File: src/rtl/fpu_div_ctrl.sv
// fpu_div_ctrl: multi-cycle single-precision divider. Computes 1/b by
// Newton-Raphson from a 256-entry reciprocal seed table, then q = a * (1/b).
// One multiplier and one adder are time-shared across all steps.
// Ports:
//   i_clk, i_rst        clock, synchronous active-high reset
//   i_valid / o_ready   request handshake; i_a, i_b operands (IEEE-754 single)
//   o_valid / i_ready   result handshake; o_result quotient, o_flags {NV,DZ,OF,UF}
module fpu_div_ctrl #(
  parameter int unsigned ITER = 2
) (
  input  logic        i_clk,
  input  logic        i_rst,
  input  logic        i_valid,
  output logic        o_ready,
  input  logic [31:0] i_a,
  input  logic [31:0] i_b,
  output logic        o_valid,
  input  logic        i_ready,
  output logic [31:0] o_result,
  output logic [3:0]  o_flags
);
  localparam int unsigned CNT_W = 2;
  localparam logic [31:0] QNAN  = 32'h7FC0_0000;
  localparam logic [31:0] TWO   = 32'h4000_0000;
  localparam logic [1:0]  MUL_BX = 2'd0;
  localparam logic [1:0]  MUL_XT = 2'd1;
  localparam logic [1:0]  MUL_AX = 2'd2;

  typedef enum logic [2:0] {IDLE, CHK, NR_AX, NR_SUB, NR_XT, QMUL, EXP, DONE} state_t;

  // Seed table: top 8 fraction bits of 1/(1 + (i+0.5)/256) in [0.5,1)
  function automatic logic [2047:0] gen_lut();
    logic [2047:0] r;
    r = '0;
    for (int i = 0; i < 256; i++)
      r[i*8 +: 8] = 8'((32'd262144 / (32'd513 + 32'(2 * i))) - 32'd256);
    return r;
  endfunction
  localparam logic [2047:0] LUT = gen_lut();

  // Multiply of two normal operands, round to nearest even
  function automatic logic [31:0] fp_mul(input logic [31:0] a, input logic [31:0] b);
    logic [47:0] p;
    logic [7:0]  e;
    logic [22:0] f;
    logic        rnd;
    logic [23:0] fr;
    p = {1'b1, a[22:0]} * {1'b1, b[22:0]};
    e = a[30:23] + b[30:23] - 8'd127;
    if (p[47]) begin
      f   = p[46:24];
      rnd = p[23] & ((|p[22:0]) | p[24]);
      e   = e + 8'd1;
    end else begin
      f   = p[45:23];
      rnd = p[22] & ((|p[21:0]) | p[23]);
    end
    fr = {1'b0, f} + 24'(rnd);
    if (fr[23]) e = e + 8'd1;
    return {a[31] ^ b[31], e, fr[22:0]};
  endfunction

  // Add of two normal operands, round to nearest even, exact zero on cancel
  function automatic logic [31:0] fp_add(input logic [31:0] a, input logic [31:0] b);
    logic [31:0] big, sml, r;
    logic [7:0]  d, e;
    logic [48:0] mb, ms, s;
    logic [47:0] n;
    logic [5:0]  lead;
    logic        rnd;
    logic [23:0] fr;
    if (a[30:0] >= b[30:0]) begin
      big = a; sml = b;
    end else begin
      big = b; sml = a;
    end
    d  = big[30:23] - sml[30:23];
    mb = {2'b01, big[22:0], 24'd0};
    ms = {2'b01, sml[22:0], 24'd0} >> d;
    s  = (big[31] == sml[31]) ? mb + ms : mb - ms;
    lead = 6'd0;
    for (int i = 0; i < 49; i++)
      if (s[i]) lead = 6'(i);
    // leading one moves to bit 48 and drops out; n holds fraction + round bits
    n   = 48'(s << (6'd48 - lead));
    e   = big[30:23] + 8'(lead) - 8'd47;
    rnd = n[24] & ((|n[23:0]) | n[25]);
    fr  = {1'b0, n[47:25]} + 24'(rnd);
    if (fr[23]) e = e + 8'd1;
    r = {big[31], e, fr[22:0]};
    if (s == '0) r = '0;
    return r;
  endfunction

  state_t           state, state_nxt;
  logic [31:0]      a_q, b_q, x, m, t;
  logic [30:0]      q;
  logic [CNT_W-1:0] cnt;
  logic             special;
  logic [1:0]       mul_sel;
  logic             ld_chk, ld_m, ld_t, ld_x, ld_q, ld_exp;
  logic [31:0]      mul_a, mul_b, mul_res, add_res, an, bn, seed;
  logic             accept, last_iter, sgn;
  logic             a_zero, b_zero, a_inf, b_inf, a_nan, b_nan;
  logic             spec_hit;
  logic [31:0]      spec_res;
  logic [3:0]       spec_flags;
  logic [9:0]       e_c;

  assign accept    = (state == IDLE) && i_valid;
  assign last_iter = (32'(cnt) + 32'd1) >= ITER;
  assign sgn       = a_q[31] ^ b_q[31];
  assign an        = {1'b0, 8'd127, a_q[22:0]};
  assign bn        = {1'b0, 8'd127, b_q[22:0]};
  assign seed      = {1'b0, 8'd126, LUT[{b_q[22:15], 3'b000} +: 8], 15'd0};

  // Operand classes; exponent 0 is treated as zero (subnormals flushed)
  assign a_zero = a_q[30:23] == 8'd0;
  assign b_zero = b_q[30:23] == 8'd0;
  assign a_inf  = (a_q[30:23] == 8'hFF) && (a_q[22:0] == 23'd0);
  assign b_inf  = (b_q[30:23] == 8'hFF) && (b_q[22:0] == 23'd0);
  assign a_nan  = (a_q[30:23] == 8'hFF) && (a_q[22:0] != 23'd0);
  assign b_nan  = (b_q[30:23] == 8'hFF) && (b_q[22:0] != 23'd0);

  // Special-case result in priority order
  always_comb begin
    spec_hit   = 1'b1;
    spec_res   = QNAN;
    spec_flags = 4'b1000;
    if (a_nan || b_nan || (a_inf && b_inf) || (a_zero && b_zero)) begin
      spec_res   = QNAN;
      spec_flags = 4'b1000;
    end else if (b_zero) begin
      spec_res   = {sgn, 8'hFF, 23'd0};
      spec_flags = 4'b0100;
    end else if (a_inf) begin
      spec_res   = {sgn, 8'hFF, 23'd0};
      spec_flags = 4'b0000;
    end else if (b_inf || a_zero) begin
      spec_res   = {sgn, 31'd0};
      spec_flags = 4'b0000;
    end else begin
      spec_hit   = 1'b0;
      spec_res   = '0;
      spec_flags = '0;
    end
  end

  // Shared multiplier operand mux and the single adder use (2 - m)
  always_comb begin
    mul_a = bn;
    mul_b = x;
    case (mul_sel)
      MUL_XT: begin mul_a = x;  mul_b = t; end
      MUL_AX: begin mul_a = an; mul_b = x; end
      default: ;
    endcase
  end
  assign mul_res = fp_mul(mul_a, mul_b);
  assign add_res = fp_add(TWO, {~m[31], m[30:0]});

  // Result exponent as 10-bit signed: q exponent + ea - eb
  assign e_c = 10'(q[30:23]) + 10'(a_q[30:23]) - 10'(b_q[30:23]);

  // State register; o_ready/o_valid registered from the next state
  always_ff @(posedge i_clk) begin
    if (i_rst) begin
      state   <= IDLE;
      o_ready <= 1'b1;
      o_valid <= 1'b0;
    end else begin
      state   <= state_nxt;
      o_ready <= state_nxt == IDLE;
      o_valid <= state_nxt == DONE;
    end
  end

  // Next-state logic; special results pass through EXP so both paths share its timing
  always_comb begin
    state_nxt = state;
    case (state)
      IDLE:    if (i_valid) state_nxt = CHK;
      CHK:     state_nxt = spec_hit ? EXP : NR_AX;
      NR_AX:   state_nxt = NR_SUB;
      NR_SUB:  state_nxt = NR_XT;
      NR_XT:   state_nxt = last_iter ? QMUL : NR_AX;
      QMUL:    state_nxt = EXP;
      EXP:     state_nxt = DONE;
      DONE:    if (i_ready) state_nxt = IDLE;
      default: state_nxt = IDLE;
    endcase
  end

  // Datapath control decode
  always_comb begin
    mul_sel = MUL_BX;
    ld_chk  = 1'b0;
    ld_m    = 1'b0;
    ld_t    = 1'b0;
    ld_x    = 1'b0;
    ld_q    = 1'b0;
    ld_exp  = 1'b0;
    case (state)
      CHK:    ld_chk = 1'b1;
      NR_AX:  ld_m   = 1'b1;
      NR_SUB: ld_t   = 1'b1;
      NR_XT:  begin mul_sel = MUL_XT; ld_x = 1'b1; end
      QMUL:   begin mul_sel = MUL_AX; ld_q = 1'b1; end
      EXP:    ld_exp = 1'b1;
      default: ;
    endcase
  end

  // Datapath registers
  always_ff @(posedge i_clk) begin
    if (i_rst) begin
      a_q      <= '0;
      b_q      <= '0;
      x        <= '0;
      m        <= '0;
      t        <= '0;
      q        <= '0;
      cnt      <= '0;
      special  <= 1'b0;
      o_result <= '0;
      o_flags  <= '0;
    end else begin
      if (accept) begin
        a_q     <= i_a;
        b_q     <= i_b;
        cnt     <= '0;
        special <= 1'b0;
        o_flags <= '0;
      end
      if (ld_chk) begin
        special <= spec_hit;
        x       <= seed;
        if (spec_hit) begin
          o_result <= spec_res;
          o_flags  <= spec_flags;
        end
      end
      if (ld_m) m <= mul_res;
      if (ld_t) t <= add_res;
      if (ld_x) begin
        x   <= mul_res;
        cnt <= cnt + CNT_W'(1);
      end
      if (ld_q) q <= mul_res[30:0];
      if (ld_exp && !special) begin
        if ($signed(e_c) >= 10'sd255) begin
          o_result <= {sgn, 8'hFF, 23'd0};
          o_flags  <= 4'b0010;
        end else if ($signed(e_c) <= 10'sd0) begin
          o_result <= {sgn, 31'd0};
          o_flags  <= 4'b0001;
        end else begin
          o_result <= {sgn, e_c[7:0], q[22:0]};
          o_flags  <= 4'b0000;
        end
      end
    end
  end

endmodule

File: config.mk
export PLATFORM = sky130hd
export DESIGN_NAME = fpu_div_ctrl
export DESIGN_NICKNAME = d
export VERILOG_FILES = /design/src/rtl/fpu_div_ctrl.sv
export SDC_FILE = /design/constraint.sdc
export NUM_CORES = 2
export LEC_CHECK = 0
export CORE_ASPECT_RATIO = 0.9
export CORE_UTILIZATION = 70
export CTS_BUF_LIST = sky130_fd_sc_hd__clkbuf_2 sky130_fd_sc_hd__clkbuf_4 sky130_fd_sc_hd__clkbuf_8
export DETAILED_ROUTE_END_ITERATION = 8
export PLACE_DENSITY = 0.95
export REMOVE_ABC_BUFFERS = 1
export SYNTH_ARGS = -nofsm -noshare
export SYNTH_HDL_FRONTEND = slang
export SYNTH_SLANG_ARGS = --single-unit
File: constraint.sdc
create_clock -name i_clk -period 27.6 [get_ports i_clk]
set_input_delay 5.52 -clock i_clk [delete_from_list [all_inputs] [get_ports i_clk]]
set_output_delay 5.52 -clock i_clk [all_outputs]
set_load 0.1 [all_outputs]
==> metrics <==
CP endpoint kind=flip-flop; FP Rows=86; Area Growth Syn to Fin=5.24%; number of global-route vias before repair=43.1k; H-tree Lvls=2; CP max-delay cell=ha_2; Clock Skews=0.0309 ns; Worst-path clk slew=0.07 ns; via count=45.1k; Routed WL=165000 um; actual slew at the worst max-slew pin=1.43 ns; CTS tree=done; Synth area leaders=fa_1 23%, dfxtp_1 11%, ha_1 8.1%; Met1 Wirelength=59000 um; Top Layer Used=met5; die area=0.0631 mm^2; Met3 Wirelength=27700 um; register bit total from synthesis=235; Final Util=74.7%; max cap viols=0; grt ovf=0; core region area=0.0612 mm^2; I/O pin cnt=106; crit path time final=16.28 ns; Hold Path Class=reg2reg; post-synthesis cell area=0.0434 mm^2; CTS Root Buffer Type=clkbuf_8; Final Max Tran Viols=0; die width=265 um; kind of critical path=reg2reg; Slew Limit Headroom=4.94%; ys async rst share=0%; clk buf depth=3; WP data required=28.11 ns; Mean Syn Cell Area=7.71 um^2; largest area contributor in the netlist=fa_1; largest net degree at the start of global routing=88; Setup TNS=0 ns; all-layer global routing usage=51.6%; Die Ht=238 um; worst skew pair latency=0.61 ns; first-pass GRT wire length=250000 um; Synth top area share=22.7%; CP max FO=35; initial antenna violation count=10; Hold-fix buffers, CTS=0; Setup-failing EPs final=0; synth warn=0; Filler cells=4517; Routed Antenna Nets=0; number of vias per cell=7.09; First DRT Iteration DRCs=8080; sequential fraction of the synthesis area=10.8%; Most used DFF post-synth=dfxtp_1; Starting Density=70.9%; RePlAce Congestion=1.11; Yosys cell types=112; post_cts resized=0; maximum clock rate=0.0614 GHz; Clock Sinks=235; cell mode on critical path=fa_1; status=complete, no violations; Final nets=6383; metal2 WL=65900 um; startpoint type of the worst setup path=flip-flop; Port Buffers=105; Initial DRT Pass Iterations=9; final hold violations=0; DRC=0; critical path arrival=16.79 ns; fin crit share=59.0%; RSZ-0062 raised after global routing=false; Final HPWL DP=127000 um; crit-path max cell delay=1.01 ns; EDFF count, synth=0; WL/cell=25.9 um; Gate Count Post-Synth=5631; Post CTS Setup Buffer Count=0; fraction of layout cells with a size suffix above 1=6.50%; total CTS buffers=38
registers in the layout, summed over array words and instances (netlist names):
signal    flops
x            32
a_q          32
o_valid       1
cnt           2
special       1
t            32
m            32
b_q          32
o_flags       4
o_result     32
o_ready       1
state         3
q            31
cells by family (layout without fill, tap and decap cells):
kind of cell    count (synthesis)  in the layout  share of synthesized area (%)
flops                         235            235                           10.8
mux                           181            181                           5.26
buf+inv                       986            926                           8.92
xor+xnor                      169            169                           3.46
compound gates               1254           1254                           19.7
fa+ha+maj                     774            774                           30.8
simple gates                 2032           2032                           21.0
other cells                     0              7                              0
cells in the final DEF (no fill, tap or decap), types with 19 or more instances in the layout:
cell,instances
or2_2,27
o22ai_1,37
a21oi_1,328
clkdlybuf4s50_1,104
mux2i_1,95
o31ai_1,27
o21a_1,32
clkbuf_8,47
ha_1,280
xor2_1,52
nand2_1,822
a22oi_1,84
a21o_1,52
nor2_1,574
nor2b_1,34
fa_1,493
or3_1,42
o21ai_0,191
buf_4,88
and3_1,39
dfxtp_1,230
nand4_1,44
a31oi_1,51
and2_1,58
a211oi_1,84
nand3_1,115
a221oi_1,19
o21bai_1,25
a211o_1,19
nand2b_1,59
xnor2_1,111
mux2_2,47
nor4_1,38
mux4_2,33
inv_1,635
nor3_1,98
o211ai_1,55
through the flow:
step / worst slack [ns] / instance area (um^2) / hold slack, ns / std cells
global route: 10.26 / 45700 / 0.465 / 6365
CTS: 11.71 / 45700 / 0.453 / 6363
global placement: 12.36 / 44900 / 0.438 / 6293
finish: 11.32 / 45700 / 0.455 / 6370
detailed placement: 11.72 / 44900 / 0.444 / 6293
floorplan: 12.56 / 42100 / 0.420 / 5308
cell type report:
| class | instances | area (um^2) | share of cell area (%) |
|---|---|---|---|
| antenna | 7 | 17.5 | 0.0383 |
| clock buffer | 55 | 707 | 1.55 |
| clock inverter | 15 | 130 | 0.285 |
| inverter | 663 | 2490 | 5.45 |
| multi-input combinational | 4410 | 35000 | 76.5 |
| sequential | 235 | 4710 | 10.3 |
| tap | 792 | 991 | 2.17 |
| timing repair buffer | 193 | 1710 | 3.75 |
path summary, 6_finish.rpt:
path | from | to | slack [ns] | cells after the start
worst max-delay path | state[1]$_SDFF_PP0_ | m[19]$_SDFFE_PP0P_ | 11.32 | 47
worst min-delay path | m[24]$_SDFFE_PP0P_ | m[24]$_SDFFE_PP0P_ | 0.46 | 2
worst max register to register | state[1]$_SDFF_PP0_ | m[19]$_SDFFE_PP0P_ | 11.32 | 47
worst min register to register | m[24]$_SDFFE_PP0P_ | m[24]$_SDFFE_PP0P_ | 0.46 | 2
Yosys cell counts (all sizes together), types with 101 or more instances:
library cell,instances
nand2,823
inv,646
nor2,578
fa,493
a21oi,332
ha,281
clkbuf,236
dfxtp,235
o21ai,196
nand3,117
xnor2,115
nor3,102
mux2i,101
routing by layer:
layer	GRT usage, %	vias to the layer above
met1	67.2	21200
met4	30.0	8
li1	-	19000
met5	0	-
met2	72.9	3915
met3	19.5	984
worst max-delay path, delay by kind of cell (launching register included):
kind / cells / cell delay [ns]
AO/OA/AOI/OAI: 16 / 4.58
XOR/XNOR: 1 / 0.16
adder cells (fa/ha/maj): 10 / 5.10
buffers and inverters: 5 / 1.69
flip-flops: 1 / 0.46
multiplexers: 3 / 1.27
AND/OR/NAND/NOR: 12 / 2.87
Power is left out: the tool's default activity adds up to more than one toggle a clock period on the data nets, which glitch-free logic cannot reach.
